$ cat config.mk
export PLATFORM = sky130hd
export DESIGN_NAME = mem_arb_2to1
export DESIGN_NICKNAME = d
export VERILOG_FILES = /design/src/rtl/mem_arb_2to1_pkg.sv /design/src/rtl/mem_arb_route_queue.sv /design/src/rtl/mem_arb_2to1.sv
export SDC_FILE = /design/constraint.sdc
export NUM_CORES = 1
export LEC_CHECK = 0
export ABC_AREA = 1
export BUFFER_PORTS_ARGS = -buffer_cell sky130_fd_sc_hd__buf_2
export CAP_MARGIN = 20
export CORE_AREA = 2 2 150 152
export DETAILED_ROUTE_END_ITERATION = 10
export DIE_AREA = 0 0 152 154
export GPL_ROUTABILITY_DRIVEN = 0
export GPL_TIMING_DRIVEN = 0
export HOLD_SLACK_MARGIN = 0.03
export PLACE_DENSITY_LB_ADDON = 0.25
export SYNTH_ARGS = -nofsm -noshare
export SYNTH_HDL_FRONTEND = slang
export SYNTH_HIERARCHICAL = 1
export SYNTH_SLANG_ARGS = --single-unit
$ cat constraint.sdc
create_clock -name clk -period 2.4 [get_ports clk]
set_input_delay 0.24 -clock clk [delete_from_list [all_inputs] [get_ports clk]]
set_output_delay 0.24 -clock clk [all_outputs]
set_load 0.01 [all_outputs]
$ cat src/rtl/mem_arb_2to1_pkg.sv
// rtl/mem_arb_2to1_pkg.sv - shared memory message types and arbiter port-id constants
package mem_arb_2to1_pkg;

    typedef struct packed {
        logic [2:0]  typ;
        logic [7:0]  opaque;
        logic [31:0] addr;
        logic [1:0]  len;
        logic [31:0] data;
    } mem_req_4B_t;

    typedef struct packed {
        logic [2:0]  typ;
        logic [7:0]  opaque;
        logic [1:0]  test;
        logic [1:0]  len;
        logic [31:0] data;
    } mem_resp_4B_t;

    localparam logic [2:0] MEM_REQ_TYPE_READ  = 3'd0;
    localparam logic [2:0] MEM_REQ_TYPE_WRITE = 3'd1;

    localparam int MEM_ARB_PORT_ID_NBITS = 1;
    localparam logic [MEM_ARB_PORT_ID_NBITS-1:0] MEM_ARB_PORT0 = '0;
    localparam logic [MEM_ARB_PORT_ID_NBITS-1:0] MEM_ARB_PORT1 = MEM_ARB_PORT_ID_NBITS'(1);

endpackage

$ cat src/rtl/mem_arb_route_queue.sv
// rtl/mem_arb_route_queue.sv - in-order FIFO of port ids that routes memory responses
module mem_arb_route_queue
    import mem_arb_2to1_pkg::*;
#(
    parameter int p_depth = 4
) (
    input  logic                             clk,
    input  logic                             rst_n,
    input  logic                             enq_val,
    input  logic [MEM_ARB_PORT_ID_NBITS-1:0] enq_data,
    input  logic                             deq_val,
    output logic                             full,
    output logic                             empty,
    output logic [MEM_ARB_PORT_ID_NBITS-1:0] head
);

    localparam int PTR_W = $clog2(p_depth);
    localparam int CNT_W = PTR_W + 1;
    localparam logic [CNT_W-1:0] DEPTH = CNT_W'(p_depth);

    logic [MEM_ARB_PORT_ID_NBITS-1:0] entry_q [p_depth];
    logic [PTR_W-1:0] wr_ptr_q, wr_ptr_d;
    logic [PTR_W-1:0] rd_ptr_q, rd_ptr_d;
    logic [CNT_W-1:0] count_q, count_d;
    logic             do_enq, do_deq;

    assign full   = (count_q == DEPTH);
    assign empty  = (count_q == '0);
    assign do_enq = enq_val & ~full;
    assign do_deq = deq_val & ~empty;
    assign head   = entry_q[rd_ptr_q];

    // Pointers are exactly log2(depth) bits, so they wrap without compare logic.
    always_comb begin
        wr_ptr_d = wr_ptr_q;
        rd_ptr_d = rd_ptr_q;
        count_d  = count_q;
        if (do_enq) wr_ptr_d = wr_ptr_q + PTR_W'(1);
        if (do_deq) rd_ptr_d = rd_ptr_q + PTR_W'(1);
        case ({do_enq, do_deq})
            2'b10:   count_d = count_q + CNT_W'(1);
            2'b01:   count_d = count_q - CNT_W'(1);
            default: count_d = count_q;
        endcase
    end

    always_ff @(posedge clk or negedge rst_n) begin
        if (!rst_n) begin
            wr_ptr_q <= '0;
            rd_ptr_q <= '0;
            count_q  <= '0;
        end else begin
            wr_ptr_q <= wr_ptr_d;
            rd_ptr_q <= rd_ptr_d;
            count_q  <= count_d;
        end
    end

    always_ff @(posedge clk) begin
        if (do_enq) entry_q[wr_ptr_q] <= enq_data;
    end

endmodule

$ cat src/rtl/mem_arb_2to1.sv
// rtl/mem_arb_2to1.sv - round-robin imem/dmem arbiter onto one in-order memory port
module mem_arb_2to1
    import mem_arb_2to1_pkg::*;
#(
    parameter int p_max_outstanding = 4
) (
    input  logic         clk,
    input  logic         reset,

    input  mem_req_4B_t  req0_msg,
    input  logic         req0_val,
    output logic         req0_rdy,

    input  mem_req_4B_t  req1_msg,
    input  logic         req1_val,
    output logic         req1_rdy,

    output mem_resp_4B_t resp0_msg,
    output logic         resp0_val,
    input  logic         resp0_rdy,

    output mem_resp_4B_t resp1_msg,
    output logic         resp1_val,
    input  logic         resp1_rdy,

    output mem_req_4B_t  memreq_msg,
    output logic         memreq_val,
    input  logic         memreq_rdy,

    input  mem_resp_4B_t memresp_msg,
    input  logic         memresp_val,
    output logic         memresp_rdy
);

    logic [MEM_ARB_PORT_ID_NBITS-1:0] prio_q, prio_d;
    logic [MEM_ARB_PORT_ID_NBITS-1:0] grant_id;
    logic [MEM_ARB_PORT_ID_NBITS-1:0] q_head;
    logic                             q_full, q_empty;
    logic                             memreq_fire, memresp_fire;

    // Port 1 wins when it is the only requester or when prio points at it.
    assign grant_id = (req1_val && (!req0_val || prio_q == MEM_ARB_PORT1)) ? MEM_ARB_PORT1
                                                                           : MEM_ARB_PORT0;

    assign memreq_val  = reset & (req0_val | req1_val) & ~q_full;
    assign memreq_msg  = (grant_id == MEM_ARB_PORT1) ? req1_msg : req0_msg;
    assign req0_rdy    = reset & req0_val & (grant_id == MEM_ARB_PORT0) & memreq_rdy & ~q_full;
    assign req1_rdy    = reset & req1_val & (grant_id == MEM_ARB_PORT1) & memreq_rdy & ~q_full;
    assign memreq_fire = memreq_val & memreq_rdy;

    assign prio_d = memreq_fire ? ~grant_id : prio_q;

    always_ff @(posedge clk or negedge reset) begin
        if (!reset) prio_q <= MEM_ARB_PORT0;
        else        prio_q <= prio_d;
    end

    assign resp0_msg    = memresp_msg;
    assign resp1_msg    = memresp_msg;
    assign resp0_val    = memresp_val & ~q_empty & (q_head == MEM_ARB_PORT0);
    assign resp1_val    = memresp_val & ~q_empty & (q_head == MEM_ARB_PORT1);
    assign memresp_rdy  = ~q_empty & ((q_head == MEM_ARB_PORT1) ? resp1_rdy : resp0_rdy);
    assign memresp_fire = memresp_val & memresp_rdy;

    mem_arb_route_queue #(
        .p_depth (p_max_outstanding)
    ) u_route_queue (
        .clk      (clk),
        .rst_n    (reset),
        .enq_val  (memreq_fire),
        .enq_data (grant_id),
        .deq_val  (memresp_fire),
        .full     (q_full),
        .empty    (q_empty),
        .head     (q_head)
    );

`ifndef SYNTHESIS
    always_ff @(posedge clk or negedge reset) begin
        if (reset && memresp_val) begin
            assert (!q_empty)
                else $warning("mem_arb_2to1: memresp_val asserted with no request outstanding");
        end
    end
`endif

endmodule

### Word level (Yosys, flattened, before mapping)

Memories as Yosys holds them, arrays and structs flattened.
Cells that the tools add are included.
Widths: inputs -> output; s select.

* add/subtract/negate cells: 4
* equal/unequal tests: 3
* muxes and demuxes: 6
* bitwise operators: 23
* reductions and logical operators: 5

Operators by type and width (number)
* $mux 77: 1
* $and 1x1->1: 18
* $pmux 3 s2: 1
* $add 2x1->2 const B: 2
* $mux 1: 4
* $not 1->1: 4
* $add 3x1->3 const B: 1
* $eq 3x3->1 const B: 1
* $logic_not 3->1: 1
* $sub 3x1->3 const B: 1
* $eq 2x1->1 const B: 1
* $eq 2x2->1 const B: 1
* $reduce_bool 2->1: 1
* $logic_and 1x1->1: 1
* $logic_not 1->1: 1
* $logic_or 1x1->1: 1
* $or 1x1->1: 1

* register bits after elaboration: 8
* memory bits (writable): 4
* output and inout bits: 177
* memories: 1

Memory list
* u_route_queue.entry_q: words 4, width 1, rd ports 1, clocked after Yosys merged registers in 0, write ports 1, line mem_arb_route_queue.sv:21 `logic [MEM_ARB_PORT_ID_NBITS-1:0] entry_q [p_depth];`

### Depth between registers and ports, before layout

* depth after elaboration: 8
* gate-level depth with buffers: 17

### Hierarchy

The synthesis kept the hierarchy.

Modules (own cells, without submodules)
* mem_arb_2to1: times used 1, cells each 367, area an instance 1781.7 um^2, sequential area each 25.0 um^2
* mem_arb_route_queue: times used 1, cells each 73, area an instance 630.6 um^2, sequential area each 295.3 um^2

### Worst setup path before layout

Ideal clock, no wire load.

* path kind: register to register
* start point: register u_route_queue.rd_ptr_q[0]
* end point: register u_route_queue.count_q[2]
* arrival time: 2069 ps
* required time: 2283 ps
* setup slack: 214 ps
* stages on the path, launching flop included: 17
* path buffers: 0
* period minus slack after synthesis: 2186 ps
* cells stage by stage: dfrtp_1 inv_1 nand2_1 o211ai_1 nand2_1 inv_1 o21bai_1 nor3_1 nand2_1 inv_1 ha_1 inv_1 fa_1 nand2_1 nand3_1 nand2_1 nand2_1

* cells in the longest elaborated chain, start to end: 7
* elaborated cells on any way between the ends: 9
* classes of those cells: 2 x eq/ne; 2 x mux; 3 x bitwise; 1 x reduce/logical; 1 x memory

Ends and longest elaborated chain
* from (decl): line mem_arb_route_queue.sv:23 `logic [PTR_W-1:0] rd_ptr_q, rd_ptr_d;`
* from (signal assigned): line mem_arb_route_queue.sv:54 `rd_ptr_q <= rd_ptr_d;`
* $mem_v2 4x1 (*)
* via q_head: line mem_arb_2to1.sv:37 `logic [MEM_ARB_PORT_ID_NBITS-1:0] q_head;`
* $mux 1 (*): line mem_arb_2to1.sv:62 `assign memresp_rdy = ~q_empty & ((q_head == MEM_ARB_PORT1) ? resp1_rdy : resp0_rdy);`
* $and 1x1->1 (*): line mem_arb_2to1.sv:62
* $and 1x1->1 (*): line mem_arb_2to1.sv:63 `assign memresp_fire = memresp_val & memresp_rdy;`
* via memresp_fire: line mem_arb_2to1.sv:39 `logic memreq_fire, memresp_fire;`
* $and 1x1->1 (*): line mem_arb_route_queue.sv:30 `assign do_deq = deq_val & ~empty;`
* via u_route_queue.do_deq: line mem_arb_route_queue.sv:25 `logic do_enq, do_deq;`
* $eq 2x1->1 / $eq 2x2->1 (equally long branches): line mem_arb_route_queue.sv:40 `case ({do_enq, do_deq})`
* $pmux 3 s2 / $reduce_bool 2->1 (equally long branches)
* to (signal assigned): line mem_arb_route_queue.sv:55 `count_q <= count_d;`
* to (decl): line mem_arb_route_queue.sv:24 `logic [CNT_W-1:0] count_q, count_d;`

Mark *: on every way through the listed nets, which the timed path passes. The rest lies on a longest branch.
A chain may end at the register's enable or synchronous reset.

### Worst setup path after layout

* start point: register u_route_queue.rd_ptr_q[0]
* end point: register u_route_queue.count_q[1]

The elaborated chain is that of the path after synthesis.

==> flow_summary.yaml <==
run_status:
  status: "finished, final reports clean"
critical_path:
  startpoint: "u_route_queue/rd_ptr_q[0]"
  crit_chain: "inv_2, nand2_1, o211ai_1, nand2_1, inv_2, o21bai_2, nor3_2, nand2_1, inv_2, ha_4, inv_2, fa_2, o21ai_0"
  r2r_start: "u_route_queue/rd_ptr_q[0]"
  crit_top_cell: "inv_2"
  cp.arrival_ns: 2.42
  worstSetupPathType: "reg -> reg"
  start_kind: "flop"
  cp_slowest_stage_delay_ns: 0.51
  slowest_stage: "fa_2"
  path_max_fanout: 6
  critPathCaptureType: "flop"
  critical_path_required_ns: 2.51
place:
  io_buffers: 338
  placed_area_um2: 4450
  place_inst: 1058
  dp_hpwl_um: 10700
run:
  maxCapViolations: 0
clock_network:
  cts_buffer_depth: 2
  cts_buffers: 3
  cts_tree: "yes"
  clock_latency_ns: 0.24
  htree_levels: 1
  cts_sinks: 12
  root_buffer: "clkbuf_16"
  clkSlewWorstSetupHoldPaths_ns: 0.04
logic_synthesis:
  syn_inst: 440
  ys_types: 22
  ys_ff_latch: 12
  yosysTopAreaCellShare_pct: 39.5
  yosysWarningCount: 6
  yosysMostFrequentCell: "nand2_1"
  synth_fp_nets: 655
  synth-edff-count: 4
  mappedNetlistArea_um2: 2410
  synth_top_flop_cell: "dfrtp_1"
  postSynthAreaPerCell_um2: 5.48
  async_flop_share_pct: 66.7
  ys_top_cells_by_count: "nand2_1 (254), buf_4 (96), inv_1 (24), clkbuf_1 (10)"
  yosysTopAreaCell: "nand2_1"
  yosys-top-cells-area: "nand2_1 (40%), buf_4 (30%), dfrtp_1 (8.3%), edfxtp_1 (5.0%), inv_1 (3.7%)"
  synth_seq_area_share_pct: 13.3
final_layout:
  nets: 1000
  multi_input_area_um2: 1240
  drive_gt1_share_pct: 58.9
  layout.area.seq_um2: 320
  finalInstanceArea_um2: 4590
  areaGrowthSynthToFinish_pct: 90.5
  fin_cells: 1065
  fill_cells: 2532
drt:
  wl_um: 12100
  drtIter0Drc: 152
  drcViolationCount: 0
  viasPerCell: 3.32
  wl_per_cell_um: 11.4
  vias: 3537
  drtPass1Iterations: 4
  detail-route-antenna-nets: 0
sta:
  worst_pin_slew_ns: 0.651
  hold_slack_ns: 0.292
  fmax_ghz: 0.433
  slew_headroom_pct: 56.6
  fin_crit_ns: 2.31
  hold_violations: 0
  fin_skew_ns: 0.00145
  slew_viol_final: 0
  setup_tns_ns: 0
  setup_viol: 0
  rsz0062_at_grt: "true"
  fin_crit_sh_pct: 96.2
pwr:
  vdd_drop_max_v: 0.000202
  report.power.total_w: 0.00224
  p_leak_nw: 3.02
  powerDensity_nw_per_um2: 487
die:
  die_area_um2: 23400
  row_count: 54
  die-height_um: 154
  coreArea_um2: 21700
  initial_core_util_pct: 11.1
  die_w_um: 152
  ioPinCount: 386
min_path:
  hp-class: "in -> reg"
  worstHoldStart: "memreq_rdy"
global_routing:
  gr-total-overflow: 0
  grt_max_degree: 14
  grt_pass1_vias: 3396
  grt_usage_pct: 9.45
  antenna_found_initial: 2
  grt_pass1_wl_um: 17900
-- logic make-up (layout without fill, tap and decap cells) --
kind of cell               count (synthesis)  in the layout  share of synthesized area (%)
other                                      0              1                              0
xor gates and xnor gates                   1              1                          0.363
and+or+nand+nor                          277            277                           44.6
AOI/OAI and AO/OA                          6              6                           1.71
DFF                                       12             12                           13.3
buffers and inverters                    138            482                           36.6
adders and majority gates                  6              6                           3.42
-- metrics by stage --
step | setup WS, ns | util [%]
floorplan | 0.214 | -
global placement | -0.0641 | 20.5
detailed placement | -0.0522 | 20.5
CTS | 0.0311 | 21.0
global route | -0.0802 | 21.2
finish | 0.0915 | 21.2
-- final cells by class --
type | count | share of cell area [%]
diodes | 1 | 0.0545
flip-flops and latches | 12 | 6.97
repair buffers | 340 | 37.3
clock buffers | 3 | 1.63
plain buffers | 110 | 17.0
inverters | 28 | 2.29
well taps | 280 | 7.63
multi-input cells | 290 | 27.1
clock inverters | 1 | 0.0817
-- what timing repair did --
action                     CTS  global route
resized for setup            3            14
hold endpoints to repair     8             0
buffers inserted             0             1
setup endpoints to repair   12             4
pin swaps                    0             5
hold buffers                 1             0
-- cell usage in the layout (no fill, tap or decap), drive strengths merged --
cell type / netlist / final
xnor2: 1 / 1
nand3: 9 / 9
nor2: 8 / 8
nand2: 255 / 255
edfxtp: 4 / 4
o21ai: 2 / 2
diode: 0 / 1
clkbuf: 10 / 14
o211ai: 2 / 2
buf: 100 / 438
a21oi: 1 / 1
clkinv: 0 / 1
ha: 5 / 5
inv: 28 / 28
nor3: 4 / 4
dlygate4sd3: 0 / 1
o21bai: 1 / 1
nand4: 1 / 1
dfrtp: 8 / 8
fa: 1 / 1
-- power breakdown --
group / internal, W / switching [W] / leakage [nW]
sequential: 0.000288 / 0.0000618 / 0.135
combinational: 0.000699 / 0.000887 / 2.85
clock: 0.000219 / 0.0000814 / 0.0385
total: 0.00121 / 0.00103 / 3.02
-- state kept, by name, summed over array words and instances, names as in the netlist --
register	cells
prio_q	1
u_route_queue/count_q	3
u_route_queue/rd_ptr_q	2
u_route_queue/wr_ptr_q	2
u_route_queue/entry_q	4
-- final timing paths --
| kind | endpoint | slack (ns) | depth (start not counted) |
|---|---|---|---|
| setup / recovery | u_route_queue/count_q[1] | 0.09 | 13 |
| hold / removal | prio_q | 0.29 | 3 |
| setup reg to reg | u_route_queue/count_q[1] | 0.09 | 13 |
| hold reg to reg | u_route_queue/count_q[0] | 0.49 | 1 |
| max in group asynchronous | u_route_queue/rd_ptr_q[1] | 1.87 | 2 |
| min in group asynchronous | u_route_queue/count_q[0] | 0.39 | 2 |
-- layer usage --
| layer | up-vias | GRT usage [%] | wire (um) |
|---|---|---|---|
| li1 | 1904 | - | - |
| met1 | 1444 | 11.4 | 4920 |
| met2 | 185 | 17.6 | 6230 |
| met3 | 4 | 2.20 | 892 |
| met4 | 0 | 0.935 | 45 |
| met5 | - | 0 | 0 |
-- critical path, delay by kind of cell, from the launching register on --
kind / cells / cell delay [ns]
flip-flops: 1 / 0.39
adder cells (fa/ha/maj): 2 / 0.64
AO/OA/AOI/OAI: 3 / 0.23
buffers and inverters: 4 / 0.33
AND/OR/NAND/NOR: 4 / 0.58
Power figures use the tool's default switching activity.
